## src/rtl/sr_latch_pkg.sv

```systemverilog
// Shared definitions for the SR latch bank: per-cell state encoding and the
// decode/transition helpers used by every storage cell.
package sr_latch_pkg;

  typedef enum logic [1:0] {
    ST_RESET     = 2'd0,
    ST_SET       = 2'd1,
    ST_FORBIDDEN = 2'd2
  } cell_state_t;

  function automatic logic state_to_q(input cell_state_t st);
    logic q;
    case (st)
      ST_SET:       q = 1'b1;
      ST_RESET:     q = 1'b0;
      ST_FORBIDDEN: q = 1'b0;
      default:      q = 1'b0;
    endcase
    return q;
  endfunction

  // Qn follows NOR-latch behaviour: both rails low while forbidden.
  function automatic logic state_to_qn(input cell_state_t st);
    logic qn;
    case (st)
      ST_SET:       qn = 1'b0;
      ST_RESET:     qn = 1'b1;
      ST_FORBIDDEN: qn = 1'b0;
      default:      qn = 1'b1;
    endcase
    return qn;
  endfunction

  function automatic cell_state_t next_state(input cell_state_t cur, input logic s, input logic r);
    cell_state_t nxt;
    case ({s, r})
      2'b10:   nxt = ST_SET;
      2'b01:   nxt = ST_RESET;
      2'b11:   nxt = ST_FORBIDDEN;
      2'b00:   nxt = (cur == ST_FORBIDDEN) ? ST_RESET : cur;
      default: nxt = ST_RESET;
    endcase
    return nxt;
  endfunction

endpackage

```

## src/rtl/sr_cell.sv

```systemverilog
// One clocked SR storage cell; Q, Qn and the forbidden flag are all flops
// loaded from the decoded next state.
module sr_cell
  import sr_latch_pkg::*;
#(
  parameter logic RESET_Q = 1'b0
) (
  input  logic i_clk,
  input  logic i_rst_n,
  input  logic i_s,
  input  logic i_r,
  output logic o_q,
  output logic o_qn,
  output logic o_forbidden
);

  localparam cell_state_t RST_STATE = RESET_Q ? ST_SET : ST_RESET;

  cell_state_t r_state;
  cell_state_t w_next;
  logic        r_q;
  logic        r_qn;
  logic        r_forbidden;

  // Next-state decode from the sampled set/reset requests.
  always_comb begin
    w_next = r_state;
    if (i_rst_n) begin
      w_next = next_state(r_state, i_s, i_r);
    end else begin
      w_next = RST_STATE;
    end
  end

  // State and output registers; reset has priority over S/R.
  always_ff @(posedge i_clk) begin
    if (!i_rst_n) begin
      r_state     <= RST_STATE;
      r_q         <= RESET_Q;
      r_qn        <= ~RESET_Q;
      r_forbidden <= 1'b0;
    end else begin
      r_state     <= w_next;
      r_q         <= state_to_q(w_next);
      r_qn        <= state_to_qn(w_next);
      r_forbidden <= (w_next == ST_FORBIDDEN);
    end
  end

  assign o_q         = r_q;
  assign o_qn        = r_qn;
  assign o_forbidden = r_forbidden;

endmodule

```

## src/rtl/sr_latch_bank.sv

```systemverilog
// Bank of WIDTH independent SR cells with a sticky error flag raised whenever
// any cell enters or stays in the forbidden state.
module sr_latch_bank
  import sr_latch_pkg::*;
#(
  parameter int   WIDTH   = 1,
  parameter logic RESET_Q = 1'b0
) (
  input  logic             i_clk,
  input  logic             i_rst_n,
  input  logic [WIDTH-1:0] i_s,
  input  logic [WIDTH-1:0] i_r,
  output logic [WIDTH-1:0] o_q,
  output logic [WIDTH-1:0] o_qn,
  output logic [WIDTH-1:0] o_forbidden,
  output logic             o_err
);

  logic r_err;
  logic w_any_forbidden;

  for (genvar g = 0; g < WIDTH; g++) begin : g_cell
    sr_cell #(
      .RESET_Q (RESET_Q)
    ) u_cell (
      .i_clk       (i_clk),
      .i_rst_n     (i_rst_n),
      .i_s         (i_s[g]),
      .i_r         (i_r[g]),
      .o_q         (o_q[g]),
      .o_qn        (o_qn[g]),
      .o_forbidden (o_forbidden[g])
    );
  end

  // S=R=1 is exactly the condition that loads FORBIDDEN on this edge, so the
  // sticky flag rises together with the cell's forbidden output.
  assign w_any_forbidden = |(i_s & i_r);

  // Sticky error register, cleared only by reset.
  always_ff @(posedge i_clk) begin
    if (!i_rst_n) begin
      r_err <= 1'b0;
    end else begin
      r_err <= r_err | w_any_forbidden;
    end
  end

  assign o_err = r_err;

endmodule

```

## config.mk

```make
export PLATFORM = sky130hd
export DESIGN_NAME = sr_latch_bank
export DESIGN_NICKNAME = d
export VERILOG_FILES = /design/src/rtl/sr_latch_pkg.sv /design/src/rtl/sr_cell.sv /design/src/rtl/sr_latch_bank.sv
export SDC_FILE = /design/constraint.sdc
export NUM_CORES = 1
export LEC_CHECK = 0
export BUFFER_PORTS_ARGS = -buffer_cell sky130_fd_sc_hd__buf_2
export CAP_MARGIN = 20
export CORE_AREA = 3 3 40 42
export DETAILED_ROUTE_END_ITERATION = 10
export DIE_AREA = 0 0 43 45
export HOLD_SLACK_MARGIN = 0.05
export PLACE_DENSITY_LB_ADDON = 0.08
export SLEW_MARGIN = 20
export SYNTH_ARGS = -nofsm -noshare
export SYNTH_HDL_FRONTEND = slang
export SYNTH_SLANG_ARGS = --single-unit
```

## constraint.sdc

```tcl
create_clock -name i_clk -period 1.05 [get_ports i_clk]
set_input_delay 0.105 -clock i_clk [delete_from_list [all_inputs] [get_ports i_clk]]
set_output_delay 0.105 -clock i_clk [all_outputs]
set_load 0.01 [all_outputs]
```

==> out/results.txt <==
Filler cells: 142
Largest family of logic cells by synthesized area: compound AO/OA/AOI/OAI gates
CP max FO: 3
CTS root buffer: clkbuf_4
Netlist cell types: 11
Worst rel slew slack: 87.7%
Largest net degree at the start of global routing: 11
Area contributors post-synth: dfxtp_1 48%, ha_1 10%, o21a_1 9.0%, o211a_1 8.0%, and2_1 7.5%
Hold Path Origin: i_rst_n
Die height: 45 µm
Min cycle time layout: 1.20 ns
Pre-antenna DRT Iters: 2
P&R area growth vs syn: 42.0%
Nets: 42
DP Area: 323 µm²
Leading cell type in the layout, fill and taps excluded: buf_2
Maximum clock path buffer count: 2
Synth Area in Simple Gates: 16.5%
Synth Area in XOR/XNOR: 0%
Count of input and output buffers: 7
Post-route clock period utilization: 115%
Syn Nets: 28
Yosys reg bits: 6
Adder-cell share of the synthesized area: 10.0%
Worst hold path type: in -> reg
Seq/Total Area, Yosys: 48.0%
Finished Cell Area: 355 µm²
Mux contribution to synthesized area: 0%
Residual DRC: 0
Die area: 1940 µm²
RSZ-0062 raised after global routing: true
Global-route wire length before repair: 821 µm
RR Endpoint: g_cell[0].u_cell.o_qn
Initial antenna violation count: 0
Lkg Pwr: 0.000182 µW
Reg clk slew, reported paths: 0.05 ns
Crit end category: flip-flop
Share of layout cells above drive strength 1: 50.0%
Rows: 13
Number of global-route vias before repair: 211
Initial drt markers: 1
Startpoint types: flip-flop
Avg Vias per Cell: 4.29
Synth Area in Compound Gates: 22.0%
Fmax: 0.831 GHz
Failing checks: setup timing
Skew-Pair Late Insertion Delay: 0.24 ns
Setup ws final: -0.153 ns
Required time of the critical path: 1.18 ns
Core footprint: 1280 µm²
Final setup violation count: 3
Inst Count DP: 46
Power, Total: 511 µW
Leading area contributor after synthesis: dfxtp_1
CTS sink cnt: 6
Cells along the critical path: and4bb_4 > o21a_1 > ha_1 > nand2b_4
Power Density: 1440 nW/µm²
Die W: 43 µm
Pins Over Slew Limit: 0
CTS buffer count: 3
Max H-tree Level: 1
VDD IR max: 0.000516 V
Mapped Cells: 22
CTS tree: done
Min-Delay Endpoint: g_cell[0].u_cell.o_qn
Cell family with most CP delay: simple AND/OR/NAND/NOR gates
Worst slew pin tran: 0.185 ns
Antenna-violating nets left: 0
Hold Path Depth: 2
Count of max-cap constraint violations: 0
R2r worst-path depth: 4
Yosys warns: 0
DRT Wirelength: 509 µm
Post-DR wirelength/cell: 10.4 µm
Most frequent cells in the layout: 7 x buf_2, 5 x dfxtp_1
Hold Vio Cnt, Final: 0
Vias: 210
Final setup skew: 0.00353 ns
Pre-CTS setup slack: -0.143 ns
All-layer global routing usage: 6.76%
Post-CTS setup buffer count: 0
Finished Layout Cells: 49
CP max stage delay: 0.31 ns
Slowest library cell on the worst path: dfxtp_2
Gr ovfl total: 0
Reg2reg setup slack: -0.15 ns
Status: finished with violations
Post-synthesis cell area: 250 µm²
Initial Util: 19.5%
Data arrival time of the worst path: 1.34 ns
Syn Area/Cell: 11.4 µm²
CP Buf/Inv Count: 0
RePlAce Congestion: 0.749
Post-synth top area share: 48.0%
Antenna cell count: 0
Io pins: 8
Critical R2R Launch: g_cell[0].u_cell.r_state[0]
Fin util: 27.7%
Crit path kind: reg -> reg
[synthesized netlist by cell type]
cell type / number
and2_1: 3
inv_1: 1
dfxtp_1: 6
nand2b_1: 1
o211ai_1: 1
o21ai_1: 1
ha_1: 2
buf_2: 1
and4bb_4: 1
o211a_1: 2
o21a_1: 3
[kinds of logic (layout without fill, tap and decap cells)]
| kind of cell | Yosys count | after routing |
|---|---|---|
| AO/OA/AOI/OAI | 7 | 7 |
| flip-flops | 6 | 6 |
| AND/OR/NAND/NOR | 5 | 5 |
| adder cells (fa/ha/maj) | 2 | 2 |
| buffers and inverters | 2 | 14 |
[power breakdown]
group          internal [µW]  total [µW]  switching (µW)
combinational           32.3        59.9            27.6
sequential               239         242            3.11
clock                    129         209            79.7
[routing by layer]
metal / wire length [µm] / track usage, % / vias up
li1: - / - / 102
met1: 192 / 5.08 / 95
met2: 236 / 10.2 / 11
met3: 72 / 6.77 / 2
met4: 7 / 5.42 / 0
met5: 0 / 0 / -
[through the flow]
| stage | TNS, ns | hold WS [ns] |
|---|---|---|
| 2_1_floorplan | -0.129 | 0.261 |
| 3_3_place_gp | -0.193 | 0.368 |
| 3_5_place_dp | -0.245 | 0.376 |
| 4_1_cts | -0.252 | 0.120 |
| 5_1_grt | -0.357 | 0.128 |
| 6_report | -0.236 | 0.133 |
[registers in the layout, indices dropped and copies added (netlist names)]
| register | flops |
|---|---|
| g_cell.u_cell.o_qn | 1 |
| g_cell.u_cell.o_forbidden | 1 |
| o_err | 1 |
| g_cell.u_cell.o_q | 1 |
| g_cell.u_cell.r_state | 2 |
[layout make-up]
| cell class | count | area [µm²] | area share [%] |
|---|---|---|---|
| flip-flops and latches | 6 | 121 | 34.2 |
| clock buffers | 3 | 22.5 | 6.34 |
| inverters | 1 | 3.75 | 1.06 |
| well taps | 15 | 18.8 | 5.28 |
| repair buffers | 10 | 57.6 | 16.2 |
| multi-input cells | 14 | 131 | 37.0 |
[what timing repair did]
item / in CTS / in global routing
pin swaps: 0 / 0
resized for setup: 1 / 1
endpoints found under the setup margin: 3 / 3
hold buffers: 0 / 0
[worst max-delay path by stage]
| stage | slack [ns] | cells past startpoint | startpoint | end |
|---|---|---|---|---|
| after global placement | -0.13 | 4 | g_cell[0].u_cell.r_state[0] | g_cell[0].u_cell.o_qn |
| after global routing | -0.19 | 4 | g_cell[0].u_cell.r_state[0] | g_cell[0].u_cell.o_qn |
| after CTS | -0.16 | 4 | g_cell[0].u_cell.r_state[0] | g_cell[0].u_cell.o_qn |
| after detailed placement | -0.14 | 4 | g_cell[0].u_cell.r_state[0] | g_cell[0].u_cell.o_qn |
| after floorplan | -0.11 | 4 | g_cell[0].u_cell.r_state[0] | g_cell[0].u_cell.o_qn |
| final | -0.15 | 4 | g_cell[0].u_cell.r_state[0] | g_cell[0].u_cell.o_qn |
(Power assumes the default switching activity.)
